### config.mk
export PLATFORM = sky130hd
export DESIGN_NAME = pipeline_hazard_ctrl
export DESIGN_NICKNAME = d
export VERILOG_FILES = /design/src/rtl/pipeline_hazard_ctrl.sv
export SDC_FILE = /design/constraint.sdc
export NUM_CORES = 1
export LEC_CHECK = 0
export ABC_AREA = 1
export CAP_MARGIN = 0
export CORE_MARGIN = 5
export CORE_UTILIZATION = 36
export CTS_CLUSTER_DIAMETER = 100
export CTS_CLUSTER_SIZE = 8
export DETAILED_ROUTE_END_ITERATION = 7
export HOLD_SLACK_MARGIN = 0.02
export PLACE_DENSITY = 0.82
export SYNTH_ARGS = -nofsm -noshare
export SYNTH_HDL_FRONTEND = slang
export SYNTH_SLANG_ARGS = --single-unit
### constraint.sdc
create_clock -name clk_i -period 1.4 [get_ports clk_i]
set_input_delay 0.14 -clock clk_i [delete_from_list [all_inputs] [get_ports clk_i]]
set_output_delay 0.14 -clock clk_i [all_outputs]
set_load 0.1 [all_outputs]
### src/rtl/pipeline_hazard_ctrl.sv
// Stall/flush controller for the 5-stage pipeline: memory-wait freeze, load-use bubble, ID branch flush.
// Optional HAZARD_PERF_EN builds stall-cycle and flush performance counters.
module pipeline_hazard_ctrl #(
  parameter int REG_W     = 5,
  parameter int TO_CYCLES = 255,
  parameter int TO_W      = 8
) (
  input  logic             clk_i,
  input  logic             rst_i,
  input  logic [REG_W-1:0] id_rs1_i,
  input  logic [REG_W-1:0] id_rs2_i,
  input  logic             id_use_rs2_i,
  input  logic             idex_memread_i,
  input  logic [REG_W-1:0] idex_rd_i,
  input  logic             branch_taken_i,
  input  logic             mem_req_i,
  input  logic             mem_ready_i,
  output logic             pc_write_o,
  output logic             ifid_stall_o,
  output logic             ifid_flush_o,
  output logic             idex_bubble_o,
  output logic             back_freeze_o,
  output logic             timeout_o,
  output logic [31:0]      stall_cycles_o,
  output logic [31:0]      flush_count_o,
  output logic             fsm_state_o
);

  typedef enum logic {RUN = 1'b0, MEM_WAIT = 1'b1} state_t;

  state_t          state, state_nxt;
  logic [TO_W-1:0] tcnt, tcnt_nxt;
  logic            timeout_set;
  logic            freeze;
  logic            load_use;

  assign fsm_state_o = state;

  always_ff @(posedge clk_i or posedge rst_i) begin
    if (rst_i) begin
      state     <= RUN;
      tcnt      <= '0;
      timeout_o <= 1'b0;
    end else begin
      state <= state_nxt;
      tcnt  <= tcnt_nxt;
      if (timeout_set) timeout_o <= 1'b1;
    end
  end

  always_comb begin
    state_nxt   = state;
    tcnt_nxt    = tcnt;
    timeout_set = 1'b0;
    case (state)
      RUN: begin
        if (mem_req_i && !mem_ready_i) begin
          state_nxt = MEM_WAIT;
          tcnt_nxt  = '0;
        end
      end
      MEM_WAIT: begin
        if (mem_ready_i) begin
          state_nxt = RUN;
        end else if (tcnt == TO_W'(TO_CYCLES - 1)) begin
          // Watchdog: give up on the access; the freeze still covers this cycle.
          state_nxt   = RUN;
          timeout_set = 1'b1;
        end else begin
          tcnt_nxt = tcnt + 1'b1;
        end
      end
      default: state_nxt = RUN;
    endcase
  end

  always_comb begin
    freeze = ((state == MEM_WAIT) && !mem_ready_i) ||
             ((state == RUN) && mem_req_i && !mem_ready_i);
    load_use = idex_memread_i && (idex_rd_i != '0) &&
               ((idex_rd_i == id_rs1_i) || (id_use_rs2_i && (idex_rd_i == id_rs2_i)));
  end

  // Priority: freeze masks load-use, load-use masks the branch flush.
  always_comb begin
    pc_write_o    = 1'b0;
    ifid_stall_o  = 1'b0;
    ifid_flush_o  = 1'b0;
    idex_bubble_o = 1'b0;
    back_freeze_o = 1'b0;
    if (!rst_i) begin
      if (freeze) begin
        ifid_stall_o  = 1'b1;
        back_freeze_o = 1'b1;
      end else if (load_use) begin
        ifid_stall_o  = 1'b1;
        idex_bubble_o = 1'b1;
      end else if (branch_taken_i) begin
        ifid_flush_o = 1'b1;
        pc_write_o   = 1'b1;
      end else begin
        pc_write_o = 1'b1;
      end
    end
  end

`ifdef HAZARD_PERF_EN
  always_ff @(posedge clk_i or posedge rst_i) begin
    if (rst_i) begin
      stall_cycles_o <= '0;
      flush_count_o  <= '0;
    end else begin
      if (!pc_write_o)  stall_cycles_o <= stall_cycles_o + 32'd1;
      if (ifid_flush_o) flush_count_o  <= flush_count_o + 32'd1;
    end
  end
`else
  assign stall_cycles_o = '0;
  assign flush_count_o  = '0;
`endif

endmodule

# ---- After elaboration in Yosys (flattened, before gate mapping)
# Cells that the tools add are included.
dict set report word_totals {
  ff_bits 10
  inputBits 22
  output_inout_bits 71
}
dict set report classes {
  n_addsub 1
  eq_ne 6
  mux 25
  n_bitwise 1
  n_reduce_logical 12
}
# op count
set ops {}
lappend ops {{$mux 8} 3}
lappend ops {{$mux 1} 20}
lappend ops {{$pmux 8 s2} 1}
lappend ops {{$eq 5x5->1} 2}
lappend ops {{$add 8x1->8 const B} 1}
lappend ops {{$eq 8x8->1 const B} 1}
lappend ops {{$logic_and 1x1->1} 7}
lappend ops {{$ne 2x2->1 const B} 3}
lappend ops {{$reduce_bool 5->1} 1}
lappend ops {{$reduce_and 3->1} 1}
lappend ops {{$logic_or 1x1->1} 2}
lappend ops {{$pmux 1 s2} 1}
lappend ops {{$logic_not 1->1} 1}
lappend ops {{$not 1->1} 1}

# ---- Longest topological paths before layout
# Gate-level depths: netlist of run 1.
dict set report depth {
  word_depth 7
  depth_mapped 10
  ltp_nobuf 10
}

# ---- Worst setup path before layout of run 1
# Ideal clock, no wire load.
dict set report synth_path {
  kind {register to output}
  start {register state (netlist: fsm_state_o)}
  end {output ifid_stall_o}
  t_arrival_ns 3.549
  t_required_ns 1.260
  path_slack_ns -2.289
  path_stages_with_launch 5
  cell_sequence {dfrtp_1 > inv_1 > a21oi_1 > inv_1 > o21ai_0}
}
dict set report synth_between {
  elab_chain_len 6
  elab_cells_between_ends 7
  classes_between {2 x mux; 1 x bitwise; 4 x reduce/logical}
}
# element line_no
set synth_lines {}
lappend synth_lines {{start, declared} 31} ;# state_t state, state_nxt;
lappend synth_lines {{start signal, assigned} 45} ;# state <= state_nxt;
lappend synth_lines {{$not 1->1} -}
lappend synth_lines {{$logic_and 1x1->1 (2 in a row)} 79} ;# ((state == RUN) && mem_req_i && !mem_ready_i);
lappend synth_lines {{$logic_or 1x1->1 *} 78} ;# freeze = ((state == MEM_WAIT) && !mem_ready_i) ||
lappend synth_lines {{$mux 1 *} 92} ;# if (freeze) begin
lappend synth_lines {{$mux 1 *} 91} ;# if (!rst_i) begin
lappend synth_lines {{end, declared} 19} ;# output logic ifid_stall_o,
# Every way passes the cells marked *; elsewhere a longest branch is shown, timed or not.

# ---- Worst setup path after layout of run 1
dict set report layout_path {
  start {register state (netlist: fsm_state_o)}
  end {output ifid_flush_o}
}
dict set report layout_between {
  elab_chain_len 6
  elab_cells_between_ends 7
  classes_between {2 x mux; 1 x bitwise; 4 x reduce/logical}
}
# element line_no
set layout_lines {}
lappend layout_lines {{$not 1->1} -}
lappend layout_lines {{$logic_and 1x1->1 (2 in a row)} 79}
lappend layout_lines {{$logic_or 1x1->1 *} 78}
lappend layout_lines {{$mux 1 *} 92}
lappend layout_lines {{$mux 1 *} 91}
lappend layout_lines {{end, declared} 20} ;# output logic ifid_flush_o,
# Marks and branches as above.

==> metrics.md, run 1 <==
| Metric | Value |
|---|---|
| CTS buffer count | 3 |
| Final setup fails | 8 |
| Fmax | 0.675 GHz |
| Crit start category | flop |
| Fin crit share | 1.06 |
| Via count | 1134 |
| Worst-path clk slew | 0.05 ns |
| Max Cap Viol | 0 |
| Layout area overhead | 24.3% |
| Leak Pwr | 0.000948 uW |
| Placed Cells | 283 |
| DIE AREA | 5050 um2 |
| Power, Total | 1980 uW |
| Crit Path Class | reg2out |
| Clk sinks | 10 |
| Final critical-path required period | 1.48 ns |
| Reg2Reg Launch Point | fsm_state_o$_DFF_PP0_ |
| Yosys top cell by area | buf_4 |
| Worst skew pair latency | 0.24 ns |
| Layout Cells excl Fill | 289 |
| Detail Placement HPWL | 2480 um |
| M3 GR Usage | 0.0227 |
| TritonCTS clock tree | yes |
| Maximum buffer depth of the clock tree | 2 |
| Most common cell after layout, fill and taps aside | conb_1 |
| PD cells | 1190 nW/um2 |
| Yosys top cell area share | 0.358 |
| Die H | 71.0 um |
| Violation count after the first detailed-route iteration | 21 |
| Most frequent cells in the layout | 64 x conb_1, 40 x nand2_1, 22 x inv_1 |
| Syn avg cell area | 6.61 um2 |
| Final Hold Vio Count | 0 |
| First-pass GRT wire length | 4560 um |
| GRT Resource Usage Total | 0.110 |
| Layout cells sized above 1 | 0.224 |
| Post-Syn Area | 1340 um2 |
| R2R depth | 7 |
| Final setup margin | -0.0811 ns |
| Mapped Cells | 203 |
| Vias in the first global route | 1088 |
| Met1 Use GR | 0.116 |
| Reg2Reg Capture Point | tcnt[6]$_DFFE_PP0P_ |
| Placer Congestion | 0.846 |
| Area contributors post-synth | buf_4 36%, dfrtp_1 19%, nand2_1 12% |
| Core area | 3630 um2 |
| Most Used Layer, Global Route | met2 |
| Top Ports | 93 |
| Hold Path Class | in2async |
| Sequential area share after synthesis | 0.187 |
| TritonRoute pass-1 iters | 4 |
| Root buffer cell | clkbuf_8 |
| Largest net degree at the start of global routing | 11 |
| # port buffers | 28 |
| Met2 usage | 0.206 |
| Antenna diodes | 0 |
| Avg WL per Cell | 10.1 um |
| Worst path arrival time | 1.34 ns |
| Yosys reg bits | 10 |
| Grt ovf | 0 |
| WL final | 2930 um |
| Total number of yosys warnings | 0 |
| Antenna violations before repair | 0 |
| Worst Clk Skew | 0.00280 ns |
| Post-route antenna net violation count | 0 |
| Num rows | 22 |
| WP data required | 1.26 ns |
| Vias per cell | 3.92 |
| Outcome | finished with violations |
| Max-slew violations | 0 |
| Critical-path maximum fanout | 2 |
| RSZ-0062 raised after global routing | yes |
| Crit. End Element | output pin |
| Failing checks | setup timing |
| Flop-to-flop setup slack | -0.01 ns |
| CTS H-Tree Depth | 1 |
| DRC viols | 0 |
| Maximum vdd ir drop | 0.445 mV |
| Die width | 71.0 um |
| Cell variety after synth | 22 |
| Initial Util | 0.369 |
| Nets@finish | 266 |
## Yosys cell counts
master,count
o21ai_1,2
inv_2,2
dfrtp_1,10
nand2_2,4
nor3_1,1
ha_1,2
nand4_1,2
o21ai_2,3
inv_8,1
nor3_4,1
nand2_4,1
a21oi_1,3
nor2_1,14
xor2_1,3
inv_1,29
a31o_2,1
o21ai_0,4
buf_4,64
xnor2_1,1
nand2_1,43
nand3_1,11
conb_1,1
## flip-flops by register name (all words and copies together) (netlist names)
register and cells:
timeout_o 1, fsm_state_o 1, tcnt 8
## final cells by class
cell class / count / area (um2)
inverters: 32 / 134
repair buffers: 35 / 374
fillers: 406 / 1970
clock buffers: 4 / 55.1
well taps: 48 / 60.1
multi-input cells: 160 / 790
flip-flops and latches: 10 / 255
## power breakdown
group | total [uW] | switching, uW | internal, uW
clock | 369 | 121 | 248
combinational | 1240 | 1040 | 199
sequential | 374 | 41.4 | 332
total | 1980 | 1200 | 779
## through the flow
stage | util | setup TNS (ns) | hold WS (ns) | setup slack (ns) | cell area (um2)
6_report | 0.459 | -0.256 | 0.355 | -0.0811 | 1670
5_1_grt | 0.459 | -1.03 | 0.381 | -0.149 | 1670
4_1_cts | 0.460 | -0.339 | 0.337 | -0.131 | 1670
3_5_place_dp | 0.439 | -1.47 | 0.508 | -0.432 | 1600
3_3_place_gp | 0.439 | -1.25 | 0.498 | -0.373 | 1600
2_1_floorplan | - | -1.05 | -0.0114 | -0.257 | 1630
## repair_timing
item                       4_1_cts  5_1_grt
setup endpoints to repair        5       13
pin swaps                       16        3
resized for setup               27       11
buffers inserted                 2        0
hold buffers                     0        0
## cell families after synthesis
kind of cell    count (synthesis)  synth area share
compound gates                 13            0.0597
xor+xnor                        4            0.0261
fa+ha+maj                       2            0.0187
buf+inv                        96             0.453
flops                          10             0.187
other cells                     1           0.00280
simple gates                   77             0.253
## critical path, cell delays in order (launching register included)
cell     delay (ns)
dfrtp_4        0.49
inv_4          0.07
a21oi_4        0.06
nor2_4         0.12
nand2_4        0.08
nor2_4         0.10
buf_12         0.18
## how the worst max path moves through the flow
stage / end / startpoint / depth (start not counted) / slack, ns
finish: ifid_flush_o / fsm_state_o$_DFF_PP0_ / 6 / -0.08
global route: ifid_flush_o / fsm_state_o$_DFF_PP0_ / 6 / -0.15
CTS: ifid_flush_o / fsm_state_o$_DFF_PP0_ / 6 / -0.13
detailed placement: pc_write_o / idex_rd_i[4] / 11 / -0.43
global placement: pc_write_o / idex_rd_i[4] / 11 / -0.37
floorplan: ifid_flush_o / fsm_state_o$_DFF_PP0_ / 5 / -0.26
## layer usage
metal	wire (um)	part of all wire
met4	57	0.019
met3	317	0.11
met1	941	0.32
met5	0	0
met2	1620	0.55
Note: power is estimated with default switching activity, not from simulation.
==> run 2: changes to the inputs <==
- CELL_PAD_IN_SITES_DETAIL_PLACEMENT: default -> 1
- CELL_PAD_IN_SITES_GLOBAL_PLACEMENT: default -> 1
- CORE_UTILIZATION: 36 -> 23
- PLACE_DENSITY: 0.82 -> default
- PLACE_DENSITY_LB_ADDON: default -> 0.1
- SETUP_SLACK_MARGIN: default -> 0.5
==> metrics.md, run 2 (synthesis results as in run 1) <==
| Metric | Value |
|---|---|
| Final setup fails | 4 (-4) |
| Worst skew pair latency | 0.24 ns (about the same) |
| Most common cell after layout, fill and taps aside | conb_1 |
| WL final | 3250 um (+11%) |
| # port buffers | 28 (unchanged) |
| Via count | 1149 (+1.3%) |
| Fin area | 1800 um2 (+7.7%) |
| Most frequent cells in the layout | 64 x conb_1, 39 x nand2_1, 21 x inv_1 |
| Crit. End Element | output pin |
| Grt ovf | 0 (unchanged) |
| DIE AREA | 7460 um2 (+48%) |
| Nets@finish | 275 (+3.4%) |
| Final critical-path required period | 1.47 ns (-0.0146 ns) |
| Final Hold Vio Count | 0 (unchanged) |
| Top Ports | 93 (unchanged) |
| Hold Path Class | in2async |
| Leak Pwr | 0.000990 uW (+4.4%) |
| Worst hold slack | 0.363 ns (+0.00756 ns) |
| Post-route antenna net violation count | 0 (unchanged) |
| Num rows | 27 (+23%) |
| Worst path arrival time | 1.33 ns (about the same) |
| Largest net degree at the start of global routing | 11 (unchanged) |
| Fin crit share | 1.05 (-0.0104) |
| Crit start category | flop |
| Clk sinks | 10 (unchanged) |
| First-pass GRT wire length | 5180 um (+14%) |
| RSZ-0062 raised after global routing | yes |
| Critical-path maximum fanout | 2 (unchanged) |
| Vias in the first global route | 1112 (+2.2%) |
| Die H | 86.4 um (+22%) |
| CTS buffer count | 3 (unchanged) |
| PD cells | 1100 nW/um2 (-7.2%) |
| Top reg by flops | tcnt |
| Violation count after the first detailed-route iteration | 22 (+4.8%) |
| Vias per cell | 3.58 (-8.8%) |
| WP data required | 1.26 ns (about the same) |
| DRC viols | 0 (unchanged) |
| Max Cap Viol | 0 (unchanged) |
| GRT Resource Usage Total | 0.0858 (-0.0247) |
| Pre-CTS setup slack | -0.409 ns (+0.0225 ns) |
| Worst Clk Skew | 0.00467 ns (+0.00187 ns) |
| Die width | 86.4 um (+22%) |
| Initial Util | 0.241 (-0.129) |
| Fmax | 0.682 GHz (+0.99%) |
| Setup TNS | -0.168 ns (+0.0876 ns) |
| Avg WL per Cell | 10.1 um (-0.36%) |
| Maximum vdd ir drop | 0.346 mV (-22%) |
| Max-slew violations | 0 (unchanged) |
| Layout cells sized above 1 | 0.297 (+0.0731) |
| Hold-fix buffers, CTS | 0 (unchanged) |
| Area of placed instances | 1680 um2 (+5.3%) |
| TritonCTS clock tree | yes |
| Core area | 5570 um2 (+53%) |
| Antenna diodes | 0 (unchanged) |
| Root buffer cell | clkbuf_8 |
| CTS H-Tree Depth | 1 (unchanged) |
| Detail Placement HPWL | 2810 um (+13%) |
| Failing checks | setup timing |
| Outcome | finished with violations |
| Worst-path clk slew | 0.05 ns (about the same) |
| Max FFs per register | 8 (unchanged) |
| Final setup margin | -0.0665 ns (+0.0146 ns) |
| Crit Path Class | reg2out |
| TritonRoute pass-1 iters | 4 (unchanged) |
| Antenna violations before repair | 0 (unchanged) |
| Power, Total | 1980 uW (about the same) |
| Placer Congestion | 0.714 (-16%) |
| Maximum buffer depth of the clock tree | 2 (unchanged) |
| Layout area overhead | 34.0% |
run 2: final timing paths:
kind / from / endpoint / slack [ns] / cells after the start
worst max register to register: fsm_state_o$_DFF_PP0_ / tcnt[5]$_DFFE_PP0P_ / 0.02 / 9
worst min register to register: timeout_o$_DFFE_PP0P_ / timeout_o$_DFFE_PP0P_ / 0.52 / 1
max in group asynchronous: rst_i / fsm_state_o$_DFF_PP0_ / 0.86 / 3
min in group clk_i: timeout_o$_DFFE_PP0P_ / timeout_o$_DFFE_PP0P_ / 0.52 / 1
worst min-delay path: rst_i / tcnt[0]$_DFFE_PP0P_ / 0.36 / 3
worst max-delay path: fsm_state_o$_DFF_PP0_ / ifid_flush_o / -0.07 / 6
run 2: timing repair:
item | 4_1_cts | 5_1_grt
pin swaps | 16 | 9
gates resized for setup | 40 | 13
buffers inserted | 3 | 1
endpoints found under the setup margin | 17 | 17
run 2: where the power goes:
| group | total [uW] | internal (uW) | switching, uW | leakage, uW |
|---|---|---|---|---|
| Clock | 305 | 189 | 117 | 0.0000216 |
| Combinational | 1310 | 244 | 1070 | 0.000836 |
| Sequential | 362 | 330 | 32.5 | 0.000132 |
run 2: final cells by class:
cell class / count / area (um2)
fill: 729 / 3780
clock buffer: 3 / 41.3
inverter: 32 / 134
multi-input combinational: 160 / 835
timing repair buffer: 44 / 442
sequential: 10 / 255
tap: 72 / 90.1
run 2: routing by layer:
layer | global-route usage | vias to the layer above | part of all wire
met2 | 0.149 | 62 | 0.48
met4 | 0.0170 | 0 | 0.0018
li1 | - | 579 | -
met3 | 0.0228 | 2 | 0.095
met5 | 0 | - | 0
met1 | 0.107 | 506 | 0.43
run 2: worst max-delay path: stages (launching register included):
cell	delay, ns
dfrtp_4	0.48
inv_4	0.07
a21oi_4	0.06
nor2_4	0.12
nand2_4	0.08
nor2_4	0.10
buf_12	0.18
run 2: per-stage QoR:
stage                     std cells  utilization
after global placement          314        0.301
after floorplan                 266            -
after CTS                       320        0.322
final                           321        0.322
after detailed placement        314        0.301
after global routing            321        0.322
